--- config.mk ---
export PLATFORM = sky130hd
export DESIGN_NAME = host_cmd_framer
export DESIGN_NICKNAME = d
export VERILOG_FILES = /design/src/rtl/host_cmd_pkg.sv /design/src/rtl/rsp_timer.sv /design/src/rtl/host_cmd_framer.sv
export SDC_FILE = /design/constraint.sdc
export NUM_CORES = 1
export LEC_CHECK = 0
export ABC_AREA = 1
export CAP_MARGIN = 20
export CORE_UTILIZATION = 45
export DETAILED_ROUTE_END_ITERATION = 16
export PLACE_DENSITY_LB_ADDON = 0.15
export RECOVER_POWER = 100
export REMOVE_ABC_BUFFERS = 1
export SETUP_SLACK_MARGIN = 0.15
export SLEW_MARGIN = 0
export SYNTH_ARGS = -nofsm -noshare
export SYNTH_HDL_FRONTEND = slang
export SYNTH_HIERARCHICAL = 1
export SYNTH_SLANG_ARGS = --single-unit
--- constraint.sdc ---
create_clock -name CLK -period 2.4 [get_ports CLK]
set_clock_uncertainty 0.2 [all_clocks]
set_input_delay 0.48 -clock CLK [delete_from_list [all_inputs] [get_ports CLK]]
set_output_delay 0.48 -clock CLK [all_outputs]
set_load 0.03 [all_outputs]
--- src/rtl/host_cmd_pkg.sv ---
// Shared encodings for the host command framer: command types, frame headers and FSM states.
package host_cmd_pkg;

    typedef enum logic [1:0] {
        CmdWr     = 2'd0,
        CmdRd     = 2'd1,
        CmdAluOp  = 2'd2,
        CmdAluNop = 2'd3
    } cmd_type_e;

    localparam logic [7:0] HdrWr     = 8'hAA;
    localparam logic [7:0] HdrRd     = 8'hBB;
    localparam logic [7:0] HdrAluOp  = 8'hCC;
    localparam logic [7:0] HdrAluNop = 8'hDD;

    typedef enum logic [2:0] {
        StIdle,
        StSendHdr,
        StSendAddr,
        StSendData,
        StSendOpa,
        StSendOpb,
        StSendFun,
        StWaitRsp
    } state_e;

    function automatic logic [7:0] header_byte(input cmd_type_e cmd);
        header_byte = HdrWr;
        unique case (cmd)
            CmdWr:     header_byte = HdrWr;
            CmdRd:     header_byte = HdrRd;
            CmdAluOp:  header_byte = HdrAluOp;
            CmdAluNop: header_byte = HdrAluNop;
        endcase
    endfunction

endpackage

--- src/rtl/rsp_timer.sv ---
// Response wait timer: counts enabled cycles from 0 and flags the last allowed cycle.
module rsp_timer #(
    parameter int unsigned Cycles = 4096
) (
    input  logic CLK,
    input  logic RST,
    input  logic clear,
    input  logic enable,
    output logic expired
);

    localparam int unsigned CntW = (Cycles > 1) ? $clog2(Cycles) : 1;

    logic [CntW-1:0] count;

    assign expired = enable && (count == CntW'(Cycles - 1));

    always_ff @(posedge CLK or posedge RST) begin
        if (RST) begin
            count <= '0;
        end else if (clear) begin
            count <= '0;
        end else if (enable && !expired) begin
            count <= count + CntW'(1);
        end
    end

endmodule

--- src/rtl/host_cmd_framer.sv ---
// Serialises host commands into UART byte frames and captures the single response byte.
// Define HOST_TIMEOUT_EN to bound the response wait with an rsp_timer instance.
module host_cmd_framer
    import host_cmd_pkg::*;
#(
    parameter int unsigned Data_width     = 8,
    parameter int unsigned Address_width  = 4,
    parameter int unsigned Timeout_cycles = 4096
) (
    input  logic                     CLK,
    input  logic                     RST,
    input  logic                     cmd_valid,
    output logic                     cmd_ready,
    input  logic [1:0]               cmd_type,
    input  logic [Address_width-1:0] cmd_addr,
    input  logic [Data_width-1:0]    cmd_wdata,
    input  logic [Data_width-1:0]    cmd_op_a,
    input  logic [Data_width-1:0]    cmd_op_b,
    input  logic [3:0]               cmd_fun,
    output logic [Data_width-1:0]    TX_p_data,
    output logic                     TX_d_valid,
    input  logic                     TX_busy,
    input  logic [Data_width-1:0]    RX_p_data,
    input  logic                     RX_d_valid,
    output logic [Data_width-1:0]    rsp_data,
    output logic                     rsp_valid,
    output logic                     rsp_timeout
);

    if (Data_width < 8 || Address_width > Data_width || Timeout_cycles < 2) begin : g_bad_params
        $error("host_cmd_framer: unsupported parameter combination");
    end

    state_e                   state;
    state_e                   next_state;
    cmd_type_e                type_q;
    logic [Address_width-1:0] addr_q;
    logic [Data_width-1:0]    wdata_q;
    logic [Data_width-1:0]    op_a_q;
    logic [Data_width-1:0]    op_b_q;
    logic [3:0]               fun_q;
    logic [Data_width-1:0]    next_byte;
    logic                     tx_accept;

    assign cmd_ready = (state == StIdle);
    assign tx_accept = TX_d_valid && !TX_busy;

    // Byte that follows the one currently on TX_p_data; StWaitRsp marks end of frame.
    always_comb begin
        next_state = StWaitRsp;
        next_byte  = '0;
        case (state)
            StSendHdr: begin
                case (type_q)
                    CmdWr, CmdRd: begin
                        next_state = StSendAddr;
                        next_byte  = Data_width'(addr_q);
                    end
                    CmdAluOp: begin
                        next_state = StSendOpa;
                        next_byte  = op_a_q;
                    end
                    default: begin
                        next_state = StSendFun;
                        next_byte  = Data_width'(fun_q);
                    end
                endcase
            end
            StSendAddr: begin
                if (type_q == CmdWr) begin
                    next_state = StSendData;
                    next_byte  = wdata_q;
                end
            end
            StSendOpa: begin
                next_state = StSendOpb;
                next_byte  = op_b_q;
            end
            StSendOpb: begin
                next_state = StSendFun;
                next_byte  = Data_width'(fun_q);
            end
            default: ;
        endcase
    end

`ifdef HOST_TIMEOUT_EN
    logic expired;

    rsp_timer #(
        .Cycles(Timeout_cycles)
    ) u_rsp_timer (
        .CLK    (CLK),
        .RST    (RST),
        .clear  (state != StWaitRsp),
        .enable (state == StWaitRsp),
        .expired(expired)
    );
`else
    assign rsp_timeout = 1'b0;
`endif

    always_ff @(posedge CLK or posedge RST) begin
        if (RST) begin
            state      <= StIdle;
            type_q     <= CmdWr;
            addr_q     <= '0;
            wdata_q    <= '0;
            op_a_q     <= '0;
            op_b_q     <= '0;
            fun_q      <= '0;
            TX_p_data  <= '0;
            TX_d_valid <= 1'b0;
            rsp_data   <= '0;
            rsp_valid  <= 1'b0;
`ifdef HOST_TIMEOUT_EN
            rsp_timeout <= 1'b0;
`endif
        end else begin
            rsp_valid <= 1'b0;
`ifdef HOST_TIMEOUT_EN
            rsp_timeout <= 1'b0;
`endif
            case (state)
                StIdle: begin
                    if (cmd_valid) begin
                        type_q     <= cmd_type_e'(cmd_type);
                        addr_q     <= cmd_addr;
                        wdata_q    <= cmd_wdata;
                        op_a_q     <= cmd_op_a;
                        op_b_q     <= cmd_op_b;
                        fun_q      <= cmd_fun;
                        TX_p_data  <= Data_width'(header_byte(cmd_type_e'(cmd_type)));
                        TX_d_valid <= 1'b1;
                        state      <= StSendHdr;
                    end
                end
                StWaitRsp: begin
                    // A response landing in the expiry cycle takes priority over the timeout.
                    if (RX_d_valid) begin
                        rsp_data  <= RX_p_data;
                        rsp_valid <= 1'b1;
                        state     <= StIdle;
                    end
`ifdef HOST_TIMEOUT_EN
                    else if (expired) begin
                        rsp_timeout <= 1'b1;
                        state       <= StIdle;
                    end
`endif
                end
                default: begin
                    if (tx_accept) begin
                        state      <= next_state;
                        TX_p_data  <= next_byte;
                        TX_d_valid <= (next_state != StWaitRsp);
                    end
                end
            endcase
        end
    end

endmodule

# Word level (Yosys, flattened, before mapping)
# Index checks and enable logic that the tools add are counted.
# totals
register_bits	55
out_inout_bits	20
word_cells	56
# op_classes
eq_ne	13
n_mux	19
bitwise	1
reduce_logical	12
# ops
op	count
8-bit case mux with 4 select lines	2
8-bit case mux with 2 select lines	2
8-bit 2-to-1 mux	3
3-bit 2-to-1 mux	4
3-bit case mux with 2 select lines	2
3-bit case mux with 4 select lines	1
3-bit equality test (second input constant)	3
2-bit equality test (second input constant)	3
3-bit AND reduction	2
2-bit by 1-bit equality test with 1-bit output (second input constant)	2
2-bit zero test	2
1-bit 2-to-1 mux	4
2-bit != test (second input constant)	2
2-bit AND reduction	2
3-bit by 1-bit equality test with 1-bit output (second input constant)	1
3-bit by 2-bit equality test with 1-bit output (second input constant)	1
3-bit zero test	1
3-bit != test (second input constant)	1
3-bit nonzero test	1
1-bit case mux with 2 select lines	1
2-bit nonzero test	1
2-bit OR reduction	1
1-bit logical AND	1
1-bit zero test	1
1-bit NOT	1

# Longest topological paths before layout
# depth
word_depth	7
ltp_mapped	9
ltp_nobuf	8

# Worst setup path before layout
# OpenSTA, ideal clock, no wires.
# synth_timing
path_type	reg2out
start	register state[0]
end	output port cmd_ready
t_arrival_ps	955
t_required_ps	1720
path_slack_ps	765
path_stages_with_launch	4
n_path_buf	0
cell_sequence	dfrtp_1 nor2_4 nand2_4 inv_1
# synth_via
elab_chain_len	1
# synth_lines
item	line_no	text
start, declared	host_cmd_framer.sv:34	state_e state;
start signal, assigned	host_cmd_framer.sv:105	state <= StIdle;
start signal, assigned	host_cmd_framer.sv:135	state <= StSendHdr;
start signal, assigned	host_cmd_framer.sv:143	state <= StIdle;
3-bit zero test	host_cmd_framer.sv:45	assign cmd_ready = (state == StIdle);
end, declared	host_cmd_framer.sv:13	output logic cmd_ready,
# Every way passes these cells.

# Worst setup path after layout
# layout_timing
start	register state[0]
end	register addr_q[0]
# layout_via
elab_chain_len	2
# layout_lines
item	line_no	text
3-bit zero test	host_cmd_framer.sv:124	case (state)
2-bit AND reduction (no source line)	--	
end signal, assigned	host_cmd_framer.sv:128	addr_q <= cmd_addr;
end, declared	host_cmd_framer.sv:37	logic [Address_width-1:0] addr_q;
# Every way passes these cells.
# A chain may end at the register's enable or synchronous reset.

==> impl_metrics.sql <==
INSERT INTO impl_metrics (metric_group, metric, value, unit) VALUES
('yosys', 'mappedNetlistArea', '2700', 'um2'),
('final_layout', 'area_delta_synth_final', '29.7', '%'),
('power_and_ir_drop', 'finalPower', '4.46', 'mW'),
('placement', 'port-buffer-count', '65', ''),
('timing', 'slew-limit-headroom', '0.109', ''),
('run_status', 'outcome', 'complete, no violations', ''),
('final_layout', 'ratio_of_cells_with_drive_above_1_in_the_final_layout', '0.0463', ''),
('setup_path', 'start_kind', 'flop', ''),
('yosys', 'synth.avg_cell_area', '7.41', 'um2'),
('power_and_ir_drop', 'internal_power', '2.50', 'mW'),
('power_and_ir_drop', 'combinationalPowerShare', '0.468', ''),
('setup_path', 'reg2regPathDepth', '5', ''),
('timing', 'tns', '0', 'ps'),
('run', 'maxCapViolCount', '0', ''),
('timing', 'finalCriticalPeriod', '2120', 'ps'),
('clock_tree', 'clk-insertion-delay-late', '310', 'ps'),
('power_and_ir_drop', 'portion_of_total_power_attributed_to_the_clock_network', '0.162', ''),
('global_route', 'global_router_s_overall_resource_usage', '0.213', ''),
('setup_path', 'crit_end', 'addr_q[0]', ''),
('timing', 'timing_max_transition_violations_final', '0', ''),
('global_route', 'grt_pass1_vias', '2273', ''),
('global_route', 'antenna_found_initial', '0', ''),
('route', 'wirelength', '6.19', 'mm'),
('power_and_ir_drop', 'power.static_leakage', '1.87', 'nW'),
('timing', 'post-route-period-util', '0.885', ''),
('yosys', 'ys_types', '21', ''),
('floorplan', 'dieHeight', '79.5', 'um'),
('power_and_ir_drop', 'power.share.switching', '0.440', ''),
('yosys', 'postSynth.asyncResetShare', '1.00', ''),
('setup_path', 'cp.required', '2360', 'ps'),
('setup_path', 'crit_chain', 'nor2_1, nand2_4, nor2_1, clkbuf_2, o21ai_0', ''),
('power_and_ir_drop', 'irDropWorstVdd', '0.000570', 'V'),
('clock_tree', 'hold_buffers', '0', ''),
('route', 'detail_route.vias_per_cell', '4.83', ''),
('setup_path', 'timing.setup.critical_path_class', 'flop to flop', ''),
('clock_tree', 'post_cts_resize_count', '1', ''),
('global_route', 'grt_first_pass_wirelength', '10.3', 'mm'),
('min_path', 'hold_start', 'rsp_data[4]', ''),
('power_and_ir_drop', 'seq_power_share', '0.370', ''),
('floorplan', 'placement_rows', '27', ''),
('global_route', 'grt_max_degree', '56', ''),
('final_layout', 'layout.cells.most_common_list', '157 x sky130_fd_sc_hd__nand2_1, 55 x sky130_fd_sc_hd__dfrtp_1, 46 x sky130_fd_sc_hd__clkdlybuf4s50_1', ''),
('yosys', 'syn_inst', '365', ''),
('setup_path', 'critPathBufInv', '1', ''),
('setup_path', 'worst-path-stages', '5', ''),
('timing', 'setup_viol', '0', ''),
('placement', 'place_inst', '496', ''),
('timing', 'fmax', '0.471', 'GHz'),
('placement', 'dpl.hpwl', '4.52', 'mm'),
('floorplan', 'dieWidth', '79.5', 'um'),
('route', 'detailedRoute.firstIterationViolations', '181', ''),
('yosys', 'synth_warnings', '6', ''),
('final_layout', 'num_antenna_cells', '0', ''),
('setup_path', 'timing.critical_path.arrival', '2080', 'ps'),
('setup_path', 'rrSetupSlack', '280', 'ps'),
('power_and_ir_drop', 'netSwitchingPower', '1.96', 'mW'),
('clock_tree', 'numClockSinks', '55', ''),
('clock_tree', 'clk_pin_slew', '100', 'ps'),
('final_layout', 'final_nets', '478', ''),
('setup_path', 'regToRegStartpoint', 'state[0]', ''),
('placement', 'gpl.final_weighted_congestion', '0.942', ''),
('global_route', 'globalRouteOverflowTotal', '0', ''),
('timing', 'rsz0062_at_grt', 'no', ''),
('clock_tree', 'postCtsSetupRepairBufs', '0', ''),
('floorplan', 'io_pins', '67', ''),
('setup_path', 'cell_with_the_largest_stage_delay_on_the_worst_path', 'sky130_fd_sc_hd__clkbuf_2', ''),
('setup_path', 'timing.rr.end', 'addr_q[0]', ''),
('clock_tree', 'clk_root_buffer_cell', 'sky130_fd_sc_hd__clkbuf_8', ''),
('setup_path', 'crit_top_cell', 'sky130_fd_sc_hd__nor2_1', ''),
('floorplan', 'die-area', '6320', 'um2'),
('route', 'routedWlPerCell', '12.3', 'um');
power groups by stage:
stage / Sequential, mW / Combinational, mW / Clock (mW)
after floorplan: 1.88 / 1.18 / 0
after global placement: 1.66 / 2.12 / 0
after detailed placement: 1.68 / 2.17 / 0
after CTS: 1.66 / 2.18 / 0.740
after global routing: 1.70 / 2.37 / 0.773
final: 1.65 / 2.09 / 0.720
metal layers:
metal	track usage	up-vias	wire length, um
li1	-	1248	-
met1	0.279	1107	2870
met2	0.351	69	2910
met3	0.0457	12	326
met4	0.0673	0	86
met5	0	-	0
layout make-up:
type,instances,area [um2]
Clock buffer,5,68.8
Clock inverter,3,67.6
Inverter,44,165
Tap cell,72,90.1
Sequential cell,55,1380
Multi-Input combinational cell,255,1060
Fill cell,541,2130
Timing Repair Buffer,70,674
sequential cells by signal (all words and copies together), names as in the netlist:
register    cells
TX_p_data       8
op_a_q          8
op_b_q          8
rsp_data        8
wdata_q         8
addr_q          4
fun_q           4
state           3
type_q          2
TX_d_valid      1
rsp_valid       1
through the flow:
| step | util | area (um2) | setup slack, ps | hold WS, ps |
|---|---|---|---|---|
| 2_1_floorplan | - | 2630 | 377 | 237 |
| 3_3_place_gp | 0.605 | 3420 | 282 | 255 |
| 3_5_place_dp | 0.605 | 3420 | 261 | 264 |
| 4_1_cts | 0.629 | 3550 | 177 | 282 |
| 5_1_grt | 0.622 | 3510 | 137 | 301 |
| 6_report | 0.622 | 3510 | 276 | 282 |
worst register-to-register path, stage by stage (launching register included):
cell and delay (ps):
sky130_fd_sc_hd__dfrtp_1 460, sky130_fd_sc_hd__nor2_1 260, sky130_fd_sc_hd__nand2_4 110, sky130_fd_sc_hd__nor2_1 210
sky130_fd_sc_hd__clkbuf_2 530, sky130_fd_sc_hd__o21ai_0 210
cells by family after synthesis:
family,count (synthesis),share of synthesized area
flops,55,0.509
simple gates,235,0.362
buf+inv,55,0.0902
compound gates,19,0.0370
other cells,1,0.00139
synthesized netlist by cell type, types with 2 or more instances:
library cell	n	share of area
sky130_fd_sc_hd__nor2_1	34	0.047
sky130_fd_sc_hd__inv_1	40	0.056
sky130_fd_sc_hd__nand4_1	9	0.021
sky130_fd_sc_hd__nand2_4	2	0.0083
sky130_fd_sc_hd__buf_2	3	0.0056
sky130_fd_sc_hd__clkbuf_1	2	0.0028
sky130_fd_sc_hd__nand3_1	29	0.054
sky130_fd_sc_hd__nor2_4	2	0.0083
sky130_fd_sc_hd__inv_2	3	0.0042
sky130_fd_sc_hd__nand2_1	157	0.22
sky130_fd_sc_hd__o21ai_0	17	0.031
sky130_fd_sc_hd__dfrtp_1	55	0.51
sky130_fd_sc_hd__buf_4	4	0.011
how the worst min path moves through the flow:
stage               slack, ps  cells after the start      endpoint
detailed placement        260                      2     op_b_q[2]
global route              300                      2  TX_p_data[2]
CTS                       280                      2     op_b_q[2]
floorplan                 240                      2     op_b_q[1]
finish                    280                      2   rsp_data[4]
global placement          250                      2     op_a_q[6]
(Power assumes the default switching activity.)
